[src/rtl/alu_pkg.sv]
// Shared ALU opcode encoding and multiplier-sequencer state encoding.
// Used by the core's shared ALU and by alu_mul_seq.
package alu_pkg;

  typedef enum logic [3:0] {
    ALU_ADD    = 4'b0000,
    ALU_SUB    = 4'b0001,
    ALU_SLL    = 4'b0010,
    ALU_SRL    = 4'b0011,
    ALU_SRA    = 4'b0100,
    ALU_SLT    = 4'b0101,
    ALU_SLTU   = 4'b0110,
    ALU_XOR    = 4'b0111,
    ALU_OR     = 4'b1000,
    ALU_AND    = 4'b1001,
    ALU_PASS_B = 4'b1010
  } alu_op_e;

  typedef enum logic [1:0] {
    ST_IDLE = 2'd0,
    ST_ADD  = 2'd1,
    ST_SHL  = 2'd2,
    ST_DONE = 2'd3
  } mul_state_e;

endpackage

[src/rtl/alu_mul_seq.sv]
// Shift-and-add MUL sequencer that borrows the core's shared ALU (low 32 bits of product).
// Optional MUL_EARLY_EXIT_EN: finish as soon as the remaining multiplier bits are zero.
module alu_mul_seq
  import alu_pkg::*;
#(
  parameter int XLEN = 32
) (
  input  logic            clk,
  input  logic            rst,
  input  logic            req_valid,
  output logic            req_ready,
  input  logic [XLEN-1:0] req_a,
  input  logic [XLEN-1:0] req_b,
  output logic            rsp_valid,
  input  logic            rsp_ready,
  output logic [XLEN-1:0] rsp_data,
  output logic            alu_own,
  output logic [3:0]      alu_op,
  output logic [XLEN-1:0] alu_a,
  output logic [XLEN-1:0] alu_b,
  input  logic [XLEN-1:0] alu_res,
  output logic            busy,
  output mul_state_e      dbg_state
);

  // Handshakes: a transfer happens on a rising edge where valid && ready;
  // valid and its payload stay stable until that edge.

  mul_state_e      state;
  logic [XLEN-1:0] acc;
  logic [XLEN-1:0] mcand;
  logic [XLEN-1:0] mplier;
  logic [4:0]      cnt;
  logic            skip_zero;
  logic            last_shl;

`ifdef MUL_EARLY_EXIT_EN
  assign skip_zero = (req_b == '0);
  assign last_shl  = (cnt == 5'd31) || (mplier[XLEN-1:1] == '0);
`else
  assign skip_zero = 1'b0;
  assign last_shl  = (cnt == 5'd31);
`endif

  assign dbg_state = state;

  // Outputs are registered together with the state they belong to.
  always_ff @(posedge clk or posedge rst) begin
    if (rst) begin
      state     <= ST_IDLE;
      acc       <= '0;
      mcand     <= '0;
      mplier    <= '0;
      cnt       <= '0;
      req_ready <= 1'b1;
      rsp_valid <= 1'b0;
      rsp_data  <= '0;
      alu_own   <= 1'b0;
      alu_op    <= 4'b0000;
      alu_a     <= '0;
      alu_b     <= '0;
      busy      <= 1'b0;
    end else begin
      case (state)
        ST_IDLE: begin
          if (req_valid) begin
            mcand     <= req_a;
            mplier    <= req_b;
            acc       <= '0;
            cnt       <= '0;
            req_ready <= 1'b0;
            busy      <= 1'b1;
            if (skip_zero) begin
              state     <= ST_DONE;
              rsp_valid <= 1'b1;
              rsp_data  <= '0;
            end else begin
              state   <= ST_ADD;
              alu_own <= 1'b1;
              alu_op  <= ALU_ADD;
              alu_a   <= '0;
              alu_b   <= req_a;
            end
          end
        end
        ST_ADD: begin
          if (mplier[0]) acc <= alu_res;
          state  <= ST_SHL;
          alu_op <= ALU_SLL;
          alu_a  <= mcand;
          alu_b  <= XLEN'(1);
        end
        ST_SHL: begin
          mcand  <= alu_res;
          mplier <= mplier >> 1;
          cnt    <= cnt + 5'd1;
          if (last_shl) begin
            state     <= ST_DONE;
            alu_own   <= 1'b0;
            alu_op    <= 4'b0000;
            alu_a     <= '0;
            alu_b     <= '0;
            rsp_valid <= 1'b1;
            rsp_data  <= acc;
          end else begin
            state  <= ST_ADD;
            alu_op <= ALU_ADD;
            alu_a  <= acc;
            alu_b  <= alu_res;
          end
        end
        ST_DONE: begin
          if (rsp_ready) begin
            state     <= ST_IDLE;
            rsp_valid <= 1'b0;
            rsp_data  <= '0;
            busy      <= 1'b0;
            req_ready <= 1'b1;
          end
        end
        default: state <= ST_IDLE;
      endcase
    end
  end

endmodule

[config.mk]
export PLATFORM = sky130hd
export DESIGN_NAME = alu_mul_seq
export DESIGN_NICKNAME = d
export VERILOG_FILES = /design/src/rtl/alu_pkg.sv /design/src/rtl/alu_mul_seq.sv
export SDC_FILE = /design/constraint.sdc
export NUM_CORES = 1
export LEC_CHECK = 0
export ABC_AREA = 1
export CORE_MARGIN = 2
export CORE_UTILIZATION = 51
export DETAILED_ROUTE_END_ITERATION = 7
export PLACE_DENSITY = 0.85
export SETUP_SLACK_MARGIN = 0.05
export SLEW_MARGIN = 25
export SYNTH_ARGS = -nofsm -noshare
export SYNTH_HDL_FRONTEND = slang
export SYNTH_SLANG_ARGS = --single-unit
[constraint.sdc]
create_clock -name clk -period 17.9 [get_ports clk]
set_input_delay 4.475 -clock clk [delete_from_list [all_inputs] [get_ports clk]]
set_output_delay 4.475 -clock clk [all_outputs]
set_load 0.05 [all_outputs]
======== Word-level counts from Yosys, hierarchy flattened ========
Index checks and enable logic that the tools add are counted.
word-level totals
  flip-flop bits (word level) ............. 207
  input port bits ......................... 100
  output and inout bits ................... 106
  logic and storage cells ................. 67
operators by class
  add/sub/neg operators ................... 1
  eq/ne operators ......................... 8
  multiplexer cells ....................... 32
  reduce and logical (&&, ||, !) cells .... 13
operator list
  cell                                                  count
  two-way mux 32 bit                                    8
  one-hot mux 32 bit (2 select lines)                   4
  one-hot mux 32 bit (3 select lines)                   2
  one-hot mux 4 bit (3 select lines)                    1
  AND reduction 3 bit                                   4
  one-hot mux 5 bit (2 select lines)                    1
  inequality test 2 bit (second input constant)         4
  one-hot mux 1 bit (2 select lines)                    4
  one-hot mux 2 bit (4 select lines)                    1
  nonzero test 2 bit                                    4
  two-way mux 1 bit                                     6
  two-way mux 2 bit                                     3
  AND reduction 2 bit                                   3
  adder 5 x 1 -> 5 bit (second input constant)          1
  equality test 5 bit (second input constant)           1
  two-way mux 5 bit                                     1
  equality test 2 bit (second input constant)           2
  two-way mux 4 bit                                     1
  nonzero test 3 bit                                    1
  equality test 2 x 1 -> 1 bit (second input constant)  1
  logical NOT 2 bit                                     1

======== Logic depth before layout (Yosys ltp) ========
  word-level depth ........................ 3
  depth in mapped cells ................... 10
  depth with buffers taken out ............ 9

======== Least setup slack after synthesis ========
Ideal clock, no wire load.
  kind .................................... input port to flip-flop
  from .................................... input req_valid
  to ...................................... register mplier[15]
  setup time .............................. 0.130 ns
  arrival ................................. 5.150 ns
  required time ........................... 17.770 ns
  path slack .............................. 12.620 ns
  cell stages on the path ................. 6
  buffers on the path ..................... 2
  cell sequence ........................... nand2_1 nand2_1 buf_4 buf_4 o211ai_1 o21ai_0
between the ends
  word-level cells in the longest chain between the ends .. 2
ends and longest elaborated chain
  element                                 RTL line           source
  from (decl)                             alu_mul_seq.sv:10  input logic req_valid,
  inequality test 2 bit (no source line)  -
  AND reduction 2 bit (no source line)    -
  to (signal assigned)                    alu_mul_seq.sv:68  mplier <= req_b;
  to (signal assigned)                    alu_mul_seq.sv:95  mplier <= mplier >> 1;
  to (decl)                               alu_mul_seq.sv:32  logic [XLEN-1:0] mplier;
No other way between the ends.
A chain may end at the register's enable or synchronous reset.

======== Final worst setup path ========
  from .................................... input req_valid
  to ...................................... register alu_b[21]
between the ends
  word-level cells in the longest chain between the ends .. 2
ends and longest elaborated chain
  element                                 RTL line            source
  inequality test 2 bit (no source line)  -
  AND reduction 2 bit (no source line)    -
  to (signal assigned)                    alu_mul_seq.sv:82   alu_b <= req_a;
  to (signal assigned)                    alu_mul_seq.sv:109  alu_b <= alu_res;
  to (decl)                               alu_mul_seq.sv:20   output logic [XLEN-1:0] alu_b,
No other way between the ends.

==> impl_metrics.csv <==
group,metric,value,unit
outcome,outcome,"completed",
clocking,clk_path_buf_depth,3,
floorplanning,fp.coreArea,0.0179,mm²
floorplanning,rows,49,
floorplanning,io_pins,206,
power,ir_worst_vdd,0.0634,mV
setup_path,r2r_slack,14.46,ns
clocking,numCtsBuffers,21,
setup_path,reg2reg_from,"dbg_state[0]",
yosys,syn_area,0.00925,mm²
drt,vias_per_cell,5.34,
clocking,cts_setup_buffers,0,
clocking,htree_levels,1,
clocking,cts_tree,"done",
sta,setup_ws,11.50,ns
finish,fin_util,67.1,%
drt,wire_per_inst,16.4,µm
placed_design,port_buffers,202,
power,p_total,0.00101,W
sta,final_max_slew_viol_count,0,
sta,period_share,35.8,%
power,leakage,6.01,nW
global_route,track_usage,25.8,%
sta,tightest_slew,1.09,ns
setup_path,crit_type,"in2reg",
yosys,synth_cell_types,24,
flow_run,cap_viol_max_count,0,
yosys,async_flop_share,100,%
finish,multi_input_area,0.00327,mm²
sta,fin_crit,6.40,ns
drt,ant_nets,0,
placed_design,dp.final_hpwl,15800,µm
floorplanning,initial_utilization,51.7,%
finish,fin_nets,1391,
drt,drt_iter0_drc,711,
worst_hold_path,hold_class,"reg2reg",
clocking,clkSinkCount,204,
global_route,antenna_found_initial,0,
setup_path,crit_start,"req_valid",
setup_path,end_kind,"flop",
floorplanning,die_area,0.0192,mm²
placed_design,pre_cts_ws,11.05,ns
worst_hold_path,min-delay-start,"rsp_valid",
drt,routed_wl,25100,µm
finish,final_cell_mix,"nand2_1, dfrtp_1, clkdlybuf4s50_1",
finish,areaGrowthSynthToFinish,29.9,%
sta,slew_headroom,27.1,%
global_route,grt_max_degree,131,
yosys,ys_ff_latch,204,
drt,drtPass1Iterations,5,
sta,rsz0062_at_grt,"false",
finish,diodes,0,
global_route,grt-ovfl-total,0,
yosys,synth_ff_type,"dfrtp_1",
clocking,cts_root_buf,"clkbuf_16",
setup_path,crit_fanout,54,
setup_path,rr_worst_depth,8,
sta,fmax,156,MHz
finish,regArea,0.00511,mm²
global_route,grt_pass1_wl,40800,µm
drt,vias,8154,
clocking,ctsResizeCount,0,
clocking,clk_pin_slew,0.06,ns
floorplanning,dieWidth,139,µm
setup_path,worst_ep_required_time,18.33,ns
finish,drive_gt1_share,4.46,%
setup_path,r2r-end,"rsp_data[21]",
global_route,grt_pass1_vias,8019,
floorplanning,fp.dieH,139,µm
yosys,ys_warn_count,0,
sta,setup_violations,0,
yosys,syn-mean-instance-area,8.22,µm²
clocking,cts_hold_buf,0,
setup_path,worstPathArrival,6.83,ns
finish,filler_cell_count,1420,
sta,setup_tns,0,ns
finish,final_common_cell,"nand2_1",
sta,hold_slack,0.467,ns
sta,skew,0.0113,ns
clocking,insertion_delay,0.50,ns
power,power_density,84.2,mW/mm²
drt,remaining_drc_errors,0,
yosys,syn_inst,1126,
yosys,synth-edff-count,0,
yosys,ys_seq_area_share,55.2,%
placed_design,place_congestion,0.819,
setup_path,endpoint,"alu_b[21]",
sta,final-hold-violation-count,0,
setup_path,cp-start-kind,"primary input",
[logic make-up (layout without fill, tap and decap cells)]
logic type,count (synthesis),in the layout,synth area share [%]
fa+ha+maj,6,6,0.812
compound gates,264,264,16.0
flops,204,204,55.2
other cells,1,3,0.0405
buf+inv,218,389,10.1
simple gates,433,433,17.8
[through the flow]
step | instances | cell area [µm²]
detailed placement | 1491 | 11300
global route | 1528 | 12000
finish | 1528 | 12000
floorplan | 1128 | 9260
CTS | 1528 | 12000
global placement | 1491 | 11300
[layout make-up]
cell class / instances / area share (%)
flip-flops and latches: 204 / 42.5
well taps: 229 / 2.38
clock buffers: 24 / 4.72
multi-input cells: 706 / 27.2
inverters: 144 / 4.56
clock inverters: 13 / 1.43
repair buffers: 208 / 17.2
[synthesized netlist by cell type (4+ instances only)]
master    count  area share, %
dfrtp_1     203             55
inv_1       141            5.7
o211ai_1     31            2.5
ha_1          6           0.81
buf_2        26            1.4
o21ai_0     154            8.3
nand2_1     420             17
o22ai_1      64            4.3
nand3_1       5           0.27
buf_4        11           0.89
o21ai_1       9           0.49
nor2_1        4           0.16
a21oi_1       5           0.27
buf_6         6           0.73
clkbuf_1     27            1.1
[worst min-delay path by stage]
stage / slack (ns) / cells past startpoint / to
CTS: 0.47 / 2 / req_ready
global placement: 0.45 / 2 / rsp_valid
floorplan: 0.44 / 2 / mplier[31]
detailed placement: 0.46 / 2 / rsp_valid
finish: 0.47 / 2 / rsp_valid
global route: 0.50 / 2 / req_ready
[report_power, final]
group | internal [W] | leakage [nW] | switching (W)
Combinational | 0.0000313 | 3.13 | 0.0000420
Clock | 0.000285 | 0.369 | 0.000181
Sequential | 0.000468 | 2.51 | 0.00000339
Total | 0.000785 | 6.01 | 0.000227
[registers in the layout (all words and copies together), names as in the netlist]
register and cells:
mplier 32, alu_b 32, alu_own 1, mcand 32
dbg_state 2, rsp_valid 1, cnt 5, alu_a 32
req_ready 1, alu_op 1, rsp_data 32, acc 32
busy 1
[worst max-delay path: stages]
cell and delay [ns]:
clkdlybuf4s50_1 0.44, nand2_1 0.20, nand2_2 0.46, inv_2 0.39
buf_4 0.54, nand2_1 0.14, nand2_1 0.11
[per-layer routing]
layer / routed length (µm) / global-route usage [%] / vias up
li1: - / - / 3902
met1: 10800 / 35.7 / 3886
met2: 12000 / 42.3 / 296
met3: 1350 / 3.28 / 70
met4: 899 / 9.78 / 0
met5: 0 / 0 / -
Power figures use the tool's default switching activity.
